==> src/rtl/washing_cycle_sequencer_if.sv <==
`default_nettype none
// ============================================================================
// Module   : washing_cycle_sequencer_if
// Brief    : Control/preset inputs and status outputs of the cycle sequencer.
// Revision : 1.0 - initial release
// ============================================================================
interface washing_cycle_sequencer_if;
   logic       start;
   logic       pause;
   logic       abort;
   logic [4:0] wash_time;
   logic [4:0] rinse_time;
   logic [4:0] spin_time;
   logic [4:0] cloth;
   logic [2:0] state;
   logic       wash_on;
   logic       rinse_on;
   logic       spin_on;
   logic       busy;
   logic       done;
   logic       fault;
   logic [4:0] phase_remaining;
   logic [7:0] remaining;

   modport master (
      output start, pause, abort, wash_time, rinse_time, spin_time, cloth,
      input  state, wash_on, rinse_on, spin_on, busy, done, fault,
             phase_remaining, remaining
   );

   modport slave (
      input  start, pause, abort, wash_time, rinse_time, spin_time, cloth,
      output state, wash_on, rinse_on, spin_on, busy, done, fault,
             phase_remaining, remaining
   );
endinterface
`default_nettype wire

==> src/rtl/washing_cycle_sequencer.sv <==
`default_nettype none
// ============================================================================
// Module   : washing_cycle_sequencer
// Brief    : Runs one wash/rinse/spin cycle in minute ticks from a preset.
// Revision : 1.0 - initial release
// ============================================================================
module washing_cycle_sequencer #(
   parameter int TICK_DIV = 4,
   parameter int MAX_LOAD = 20
) (
   input  logic                      clk,
   input  logic                      rst,
   washing_cycle_sequencer_if.slave  bus
);
   localparam int PRE_W = (TICK_DIV > 2) ? $clog2(TICK_DIV) : 1;
   localparam logic [PRE_W-1:0] C_PRE_LAST = PRE_W'(TICK_DIV - 1);

   localparam logic [2:0] S_IDLE  = 3'd0;
   localparam logic [2:0] S_WASH  = 3'd1;
   localparam logic [2:0] S_RINSE = 3'd2;
   localparam logic [2:0] S_SPIN  = 3'd3;
   localparam logic [2:0] S_DONE  = 3'd4;

   logic [2:0]       r_state,  w_state;
   logic [4:0]       r_phase,  w_phase;
   logic [7:0]       r_rem,    w_rem;
   logic [PRE_W-1:0] r_pre,    w_pre;
   logic             r_fault,  w_fault;
   logic [4:0]       r_rinse,  w_rinse;
   logic [4:0]       r_spin,   w_spin;
   logic             r_wash_on, r_rinse_on, r_spin_on, r_busy, r_done;
   logic             w_overload;

   assign w_overload = 32'(bus.cloth) > MAX_LOAD;

   always_comb begin
      w_state = r_state;
      w_phase = r_phase;
      w_rem   = r_rem;
      w_pre   = r_pre;
      w_fault = r_fault;
      w_rinse = r_rinse;
      w_spin  = r_spin;
      case (r_state)
         S_IDLE: begin
            if (bus.start && !bus.abort) begin
               if (w_overload) begin
                  w_fault = 1'b1;
               end else begin
                  w_fault = 1'b0;
                  w_rinse = bus.rinse_time;
                  w_spin  = bus.spin_time;
                  w_pre   = '0;
                  w_rem   = {3'b000, bus.wash_time} + {3'b000, bus.rinse_time}
                          + {3'b000, bus.spin_time};
                  if (bus.wash_time != 5'd0) begin
                     w_state = S_WASH;
                     w_phase = bus.wash_time;
                  end else if (bus.rinse_time != 5'd0) begin
                     w_state = S_RINSE;
                     w_phase = bus.rinse_time;
                  end else if (bus.spin_time != 5'd0) begin
                     w_state = S_SPIN;
                     w_phase = bus.spin_time;
                  end else begin
                     w_state = S_DONE;
                     w_phase = 5'd0;
                  end
               end
            end
         end
         S_WASH, S_RINSE, S_SPIN: begin
            if (bus.abort) begin
               w_state = S_IDLE;
               w_phase = 5'd0;
               w_rem   = 8'd0;
               w_pre   = '0;
            end else if (!bus.pause) begin
               if (r_pre == C_PRE_LAST) begin
                  w_pre = '0;
                  w_rem = r_rem - 8'd1;
                  // Last minute of the phase: advance past any zero-length phases.
                  if (r_phase == 5'd1) begin
                     if (r_state == S_WASH && r_rinse != 5'd0) begin
                        w_state = S_RINSE;
                        w_phase = r_rinse;
                     end else if (r_state != S_SPIN && r_spin != 5'd0) begin
                        w_state = S_SPIN;
                        w_phase = r_spin;
                     end else begin
                        w_state = S_DONE;
                        w_phase = 5'd0;
                     end
                  end else begin
                     w_phase = r_phase - 5'd1;
                  end
               end else begin
                  w_pre = r_pre + PRE_W'(1);
               end
            end
         end
         S_DONE: begin
            w_state = S_IDLE;
            w_phase = 5'd0;
            w_rem   = 8'd0;
            w_pre   = '0;
         end
         default: begin
            w_state = S_IDLE;
            w_phase = 5'd0;
            w_rem   = 8'd0;
            w_pre   = '0;
         end
      endcase
   end

   always_ff @(posedge clk) begin
      if (rst) begin
         r_state    <= S_IDLE;
         r_phase    <= 5'd0;
         r_rem      <= 8'd0;
         r_pre      <= '0;
         r_fault    <= 1'b0;
         r_rinse    <= 5'd0;
         r_spin     <= 5'd0;
         r_wash_on  <= 1'b0;
         r_rinse_on <= 1'b0;
         r_spin_on  <= 1'b0;
         r_busy     <= 1'b0;
         r_done     <= 1'b0;
      end else begin
         r_state    <= w_state;
         r_phase    <= w_phase;
         r_rem      <= w_rem;
         r_pre      <= w_pre;
         r_fault    <= w_fault;
         r_rinse    <= w_rinse;
         r_spin     <= w_spin;
         r_wash_on  <= (w_state == S_WASH);
         r_rinse_on <= (w_state == S_RINSE);
         r_spin_on  <= (w_state == S_SPIN);
         r_busy     <= (w_state == S_WASH) || (w_state == S_RINSE) || (w_state == S_SPIN);
         r_done     <= (w_state == S_DONE);
      end
   end

   assign bus.state           = r_state;
   assign bus.wash_on         = r_wash_on;
   assign bus.rinse_on        = r_rinse_on;
   assign bus.spin_on         = r_spin_on;
   assign bus.busy            = r_busy;
   assign bus.done            = r_done;
   assign bus.fault           = r_fault;
   assign bus.phase_remaining = r_phase;
   assign bus.remaining       = r_rem;
endmodule
`default_nettype wire

==> src/flat_wrapper.sv <==
// flat-port wrapper written by rule: the top's interface ports become plain ports
module washing_cycle_sequencer_flat 
#(
   parameter int TICK_DIV = 4,
   parameter int MAX_LOAD = 20
)
  (clk, rst, bus_start, bus_pause, bus_abort, bus_wash_time, bus_rinse_time, bus_spin_time, bus_cloth, bus_state, bus_wash_on, bus_rinse_on, bus_spin_on, bus_busy, bus_done, bus_fault, bus_phase_remaining, bus_remaining);
  washing_cycle_sequencer_if bus_i ();
  input  logic clk;
  input  logic rst;
  input wire logic [$bits(bus_i.start)-1:0] bus_start;
  input wire logic [$bits(bus_i.pause)-1:0] bus_pause;
  input wire logic [$bits(bus_i.abort)-1:0] bus_abort;
  input wire logic [$bits(bus_i.wash_time)-1:0] bus_wash_time;
  input wire logic [$bits(bus_i.rinse_time)-1:0] bus_rinse_time;
  input wire logic [$bits(bus_i.spin_time)-1:0] bus_spin_time;
  input wire logic [$bits(bus_i.cloth)-1:0] bus_cloth;
  output wire logic [$bits(bus_i.state)-1:0] bus_state;
  output wire logic [$bits(bus_i.wash_on)-1:0] bus_wash_on;
  output wire logic [$bits(bus_i.rinse_on)-1:0] bus_rinse_on;
  output wire logic [$bits(bus_i.spin_on)-1:0] bus_spin_on;
  output wire logic [$bits(bus_i.busy)-1:0] bus_busy;
  output wire logic [$bits(bus_i.done)-1:0] bus_done;
  output wire logic [$bits(bus_i.fault)-1:0] bus_fault;
  output wire logic [$bits(bus_i.phase_remaining)-1:0] bus_phase_remaining;
  output wire logic [$bits(bus_i.remaining)-1:0] bus_remaining;
  assign bus_i.start = bus_start;
  assign bus_i.pause = bus_pause;
  assign bus_i.abort = bus_abort;
  assign bus_i.wash_time = bus_wash_time;
  assign bus_i.rinse_time = bus_rinse_time;
  assign bus_i.spin_time = bus_spin_time;
  assign bus_i.cloth = bus_cloth;
  assign bus_state = bus_i.state;
  assign bus_wash_on = bus_i.wash_on;
  assign bus_rinse_on = bus_i.rinse_on;
  assign bus_spin_on = bus_i.spin_on;
  assign bus_busy = bus_i.busy;
  assign bus_done = bus_i.done;
  assign bus_fault = bus_i.fault;
  assign bus_phase_remaining = bus_i.phase_remaining;
  assign bus_remaining = bus_i.remaining;
  washing_cycle_sequencer #(.TICK_DIV(TICK_DIV), .MAX_LOAD(MAX_LOAD)) u_core (.clk(clk), .rst(rst), .bus(bus_i));
endmodule
==> config.mk <==
export PLATFORM = sky130hd
export DESIGN_NAME = washing_cycle_sequencer_flat
export DESIGN_NICKNAME = d
export VERILOG_FILES = /design/src/rtl/washing_cycle_sequencer_if.sv /design/src/rtl/washing_cycle_sequencer.sv /design/src/flat_wrapper.sv
export SDC_FILE = /design/constraint.sdc
export NUM_CORES = 1
export LEC_CHECK = 0
export BUFFER_PORTS_ARGS = -buffer_cell sky130_fd_sc_hd__clkbuf_2
export CAP_MARGIN = 25
export CORE_MARGIN = 4
export CORE_UTILIZATION = 52
export CTS_BUF_LIST = sky130_fd_sc_hd__clkbuf_2 sky130_fd_sc_hd__clkbuf_4 sky130_fd_sc_hd__clkbuf_8
export DETAILED_ROUTE_END_ITERATION = 7
export PLACE_DENSITY = 0.82
export SYNTH_ARGS = -nofsm -noshare
export SYNTH_HDL_FRONTEND = slang
export SYNTH_SLANG_ARGS = --single-unit
export TNS_END_PERCENT = 50
==> constraint.sdc <==
create_clock -name clk -period 2.4 [get_ports clk]
set_clock_uncertainty 0.15 [all_clocks]
set_input_delay 0.36 -clock clk [delete_from_list [all_inputs] [get_ports clk]]
set_output_delay 0.36 -clock clk [all_outputs]
set_load 0.02 [all_outputs]
After elaboration in Yosys (flattened, before gate mapping)
Cells that the tools add are included.
{ "totals": {"word_cells": 87, "inputBits": 25, "out_inout_bits": 22, "reg_bits": 34} }
{ "classes": {"magnitude_cmp": 1, "add_sub_neg": 5, "bitwise": 1, "muxes": 37, "n_eq_ne": 14, "reduce_logical": 17} }
{ "op_table": {"columns": ["op", "count"], "rows": [
  ["2-to-1 mux 5 bit", 11],
  ["2-to-1 mux 8 bit", 5],
  ["2-to-1 mux 3 bit", 11],
  ["nonzero test 5 bit", 5],
  ["case mux 8 bit (2 select lines)", 1],
  ["equality test 3 x 2 -> 1 bit, second input constant", 4],
  ["2-to-1 mux 2 bit", 5],
  ["case mux 5 bit (2 select lines)", 1],
  ["adder 8 x 5 -> 8 bit", 1],
  ["subtractor 8 x 1 -> 8 bit, second input constant", 1],
  ["adder 5 x 5 -> 6 bit", 1],
  ["equality test 3 x 1 -> 1 bit, second input constant", 2],
  ["!= test 3 x 2 -> 1 bit, second input constant", 2],
  ["case mux 3 bit (2 select lines)", 1],
  ["AND reduction 3 bit", 2],
  ["equality test 5 x 1 -> 1 bit, second input constant", 1],
  ["greater-than comparator 5 bit, second input constant", 1],
  ["subtractor 5 x 1 -> 5 bit, second input constant", 1],
  ["case mux 2 bit (2 select lines)", 1],
  ["AND reduction 4 bit", 1],
  ["equality test 3 bit, second input constant", 1],
  ["logical AND 1 bit", 3],
  ["zero test 3 bit", 1],
  ["!= test 3 bit, second input constant", 1],
  ["10 further kinds", 11]
]} }

Logic depth before layout (Yosys ltp)
{ "logic_depth": {"depth_word": 12, "ltp_mapped": 11, "depth_no_buf": 11} }

Worst setup path before layout
No wires, ideal clock.
{ "synth_timing": {"path_type": "input to register", "startpoint": "in bus_rinse_time[0]", "endpoint": "reg u_core.r_rem[4], in the netlist u_core.bus.remaining[4]", "t_required_ps": 2127, "stages": 9, "setup_slack_ps": -173, "path_buffers": 0, "setup_time_ps": 123, "arrival_ps": 2300, "cell_sequence": "ha_1 > fa_1 > xor2_1 > ha_1 > nor2b_1 > o21a_1 > or3_1 > a32oi_1 > o21ai_0"} }
{ "synth_between": {"elab_chain_len": 5} }
{ "synth_lines": {"columns": ["item", "line", "rtl"], "rows": [
  ["start, declared", "flat_wrapper.sv:15", "input wire logic [$bits(bus_i.rinse_time)-1:0] bus_rinse_time;"],
  ["adder 5 x 5 -> 6 bit", "washing_cycle_sequencer.sv:54", "w_rem = {3'b000, bus.wash_time} + {3'b000, bus.rinse_time}"],
  ["adder 8 x 5 -> 8 bit", "washing_cycle_sequencer.sv:55", "+ {3'b000, bus.spin_time};"],
  ["2-to-1 mux 8 bit", "washing_cycle_sequencer.sv:47", "if (w_overload) begin"],
  ["2-to-1 mux 8 bit", "washing_cycle_sequencer.sv:46", "if (bus.start && !bus.abort) begin"],
  ["case mux 8 bit (2 select lines)", "washing_cycle_sequencer.sv:44", "case (r_state)"],
  ["end signal, assigned", "washing_cycle_sequencer.sv:134", "r_rem <= w_rem;"],
  ["end, declared", "washing_cycle_sequencer.sv:26", "logic [7:0] r_rem, w_rem;"]
]} }
No other way between the ends. The select of a mux whose other input is x is not followed.
A chain may end at the register's enable or synchronous reset.

Final worst setup path
{ "layout_timing": {"startpoint": "in bus_wash_time[0]", "endpoint": "reg u_core.r_rem[4], in the netlist u_core.bus.remaining[4]"} }
{ "layout_between": {"elab_chain_len": 5} }
{ "layout_lines": {"columns": ["item", "line", "rtl"], "rows": [
  ["start, declared", "flat_wrapper.sv:14", "input wire logic [$bits(bus_i.wash_time)-1:0] bus_wash_time;"],
  ["adder 5 x 5 -> 6 bit", "washing_cycle_sequencer.sv:54", null],
  ["adder 8 x 5 -> 8 bit", "washing_cycle_sequencer.sv:55", null],
  ["2-to-1 mux 8 bit", "washing_cycle_sequencer.sv:47", null],
  ["2-to-1 mux 8 bit", "washing_cycle_sequencer.sv:46", null],
  ["case mux 8 bit (2 select lines)", "washing_cycle_sequencer.sv:44", null]
]} }
No other way between the ends. The select of a mux whose other input is x is not followed.

==> results.md <==
* Outcome: completed
* Tmin final at 2.36 ns
* Placed insts at 385
* # port buffers at 46
* Worst Hold Launch: bus_spin_time[2]
* Router iterations before antenna repair at 5
* Syn Area/Cell at 8.60 sq um
* Fillers at 372
* DR vias at 2475
* Root buffer cell: clkbuf_8
* Total of max-cap violations at 0
* Total track usage at 23.8%
* Starting density of the core at 54.1%
* Total clock sinks at 34
* WHS Path Cells at 3
* Io pins at 47
* # rows at 24
* Routed WL at 6500 um
* Per-cell routed wire length at 16.5 um
* Critical path type: in2reg
* Total Neg Setup Slack at 0 ns
* GP Congestion at 0.949
* Cell variety after synth at 65
* Startpoint Class: primary input
* Die H at 75.6 um
* P per Cell Area at 543 nW/um^2
* R2r worst-path depth at 6
* Post-synth top flop: dfxtp_1
* CTS buffer count at 5
* Clock Latency Late Sink at 0.29 ns
* Fin crit share at 98.5%
* Grt ovf at 0
* Worst rel slew slack at 39.5%
* Pre-CTS setup slack at -0.240 ns
* Diodes inserted at 0
* Critical path arrival at 2.39 ns
* Fmax at 423 MHz
* Via density per instance at 6.27
* Worst r2r dst: u_core.bus.wash_on
* Initial antenna violation count at 0
* Tightest Pin Transition at 0.898 ns
* Syn Inst Count at 276
* Post-synth EDFFs at 0
* Final Hold Fails at 0
* Leakage Power at 0.00132 uW
* H-Tree Depth at 2
* Drt initial violations at 182
* Core Area at 4380 sq um
* Maximum vdd ir drop at 0.000249 V
* Finished Layout Cells at 395
* Syn_nets at 317
* Worst path required time at 2.43 ns
* R2R Path Start: u_core.bus.phase_remaining[0]
* Final max-slew violation count at 0
* Reg2reg setup slack at 0.20 ns
* Ys async rst share at 0%
* Final-report setup violation count at 0
* Vias in the first global route at 2235
* Post-route ant nets at 0
* Final worst setup slack at 0.0368 ns
* Die width at 75.6 um
* CTS tree: built
* Nets at 383
* Post-synthesis cell area at 2370 sq um
* Area of the multi-input gates at 1630 sq um
* RSZ-0062 raised after global routing: true
* Hold buffers post-CTS at 0
* Post-DP HPWL at 5060 um
* Critical path endpoint category: register
* FF+latch area at 681 sq um
* Worst Hold Path EP: u_core.r_spin[2]
* Ys Warns at 0
* #FFs+latches synth at 34
* First-pass GRT wire length at 10400 um
* Area growth, synth to finish at 23.8%
* Max FO, Critical Path at 3
* Drt drc at 0
* Share of layout cells above drive strength 1 at 31.2%
* Hold WS at 0.249 ns
* Clock transition at path regs at 0.07 ns
* Largest net degree at the start of global routing at 28
* Seq/Total Area, Yosys at 28.7%
* CTS max path bufs at 2
* Die Area at 5710 sq um
* Worst Hold Class: in2reg
-- Yosys cell counts, types with 3 or more instances --
master	n	area (sq um)
a211oi_1	5	37.5
a21o_1	3	22.5
a21oi_1	14	70.1
a221oi_1	3	26.3
a22o_1	4	35.0
a22oi_1	4	30.0
a31o_2	3	26.3
a31oi_1	3	18.8
and2_1	4	25.0
clkbuf_1	6	22.5
dfxtp_1	34	681
ha_1	14	175
inv_1	13	48.8
mux2i_1	6	60.1
nand2_1	11	41.3
nor2_1	33	124
nor2b_1	4	25.0
nor3_1	10	50.1
nor3b_1	3	22.5
nor4_1	6	37.5
o211ai_1	3	22.5
o21a_1	5	37.5
o21ai_0	15	75.1
o21ai_1	3	15.0
o21bai_1	3	22.5
o22ai_1	3	18.8
or3_1	5	31.3
xnor2_1	5	43.8
xor2_1	5	43.8
-- worst max-delay path by stage --
| stage | start | end | cells past startpoint | slack (ns) |
|---|---|---|---|---|
| after CTS | bus_rinse_time[0] | u_core.bus.remaining[4] | 10 | 0.06 |
| after floorplan | bus_rinse_time[0] | u_core.bus.remaining[4] | 9 | -0.04 |
| after global placement | bus_rinse_time[0] | u_core.bus.remaining[5] | 10 | -0.20 |
| after global routing | bus_rinse_time[0] | u_core.bus.remaining[4] | 10 | -0.03 |
| after detailed placement | bus_rinse_time[0] | u_core.bus.remaining[4] | 10 | -0.24 |
| final | bus_wash_time[0] | u_core.bus.remaining[4] | 10 | 0.04 |
-- repair_timing --
item	CTS	global route
hold endpoints to repair	0	0
buffers inserted	0	2
gates resized for setup	0	14
setup endpoints to repair	0	2
-- layer usage --
layer | vias to the layer above | routed length, um | global-route usage (%)
met1 | 1179 | 2740 | 30.5
met2 | 101 | 3150 | 38.6
met3 | 16 | 478 | 5.80
met4 | 0 | 134 | 9.51
li1 | 1179 | - | -
met5 | - | 0 | 0
-- layout make-up --
| cell class | instances | area share [%] |
|---|---|---|
| Sequential cell | 34 | 23.2 |
| Clock buffer | 7 | 3.07 |
| Clock inverter | 1 | 0.170 |
| Multi-Input combinational cell | 219 | 55.6 |
| Timing Repair Buffer | 69 | 14.1 |
| Inverter | 13 | 1.66 |
| Tap cell | 52 | 2.21 |
-- power by group --
| part | switching, uW | internal, uW | total (uW) |
|---|---|---|---|
| registers | 36.0 | 595 | 630 |
| clock network | 208 | 243 | 450 |
| logic | 279 | 237 | 516 |
| total | 522 | 1070 | 1600 |
-- logic make-up (layout without fill, tap and decap cells) --
group | count (synthesis) | in the layout | share of synthesized area (%)
AO/OA/AOI/OAI | 95 | 95 | 30.6
AND/OR/NAND/NOR | 92 | 92 | 21.3
flip-flops | 34 | 34 | 28.7
buffers and inverters | 23 | 90 | 4.06
adder cells (fa/ha/maj) | 16 | 16 | 9.07
XOR/XNOR | 10 | 10 | 3.69
multiplexers | 6 | 6 | 2.53
-- placed cells by master (no fill, tap or decap), types with 6 or more instances in the layout --
master    Yosys  final
clkbuf_2      0     44
dfxtp_1      34     34
nor2_1       33     33
buf_4         0     23
inv_1        13     13
o21ai_0      15     12
a21oi_1      14     12
ha_1         14     12
nand2_1      11     11
nor3_1       10     10
o21ai_1       3      6
mux2i_1       6      6
nor4_1        6      6
clkbuf_8      0      6
-- per-stage QoR --
step | area [sq um] | power, uW | util (%)
after global placement | 2790 | 1110 | 63.7
final | 2940 | 1600 | 67.0
after CTS | 2890 | 1570 | 65.9
after floorplan | 2390 | 968 | -
after global routing | 2940 | 1690 | 67.0
after detailed placement | 2790 | 1120 | 63.7
-- critical path, cell delays in order --
cell,delay [ns]
buf_6,0.10
ha_4,0.15
fa_2,0.35
xor2_1,0.15
ha_1,0.31
nor2b_4,0.14
o21a_1,0.18
or3_1,0.35
a32oi_1,0.21
o21ai_1,0.09
-- state kept, by name (all words and copies together) (netlist names), 2 cells and up --
register / cells
u_core.bus.state: 3
u_core.r_pre: 2
u_core.bus.remaining: 8
u_core.r_spin: 5
u_core.r_rinse: 5
u_core.bus.phase_remaining: 5
No activity file was read; power rests on OpenSTA's default activity.
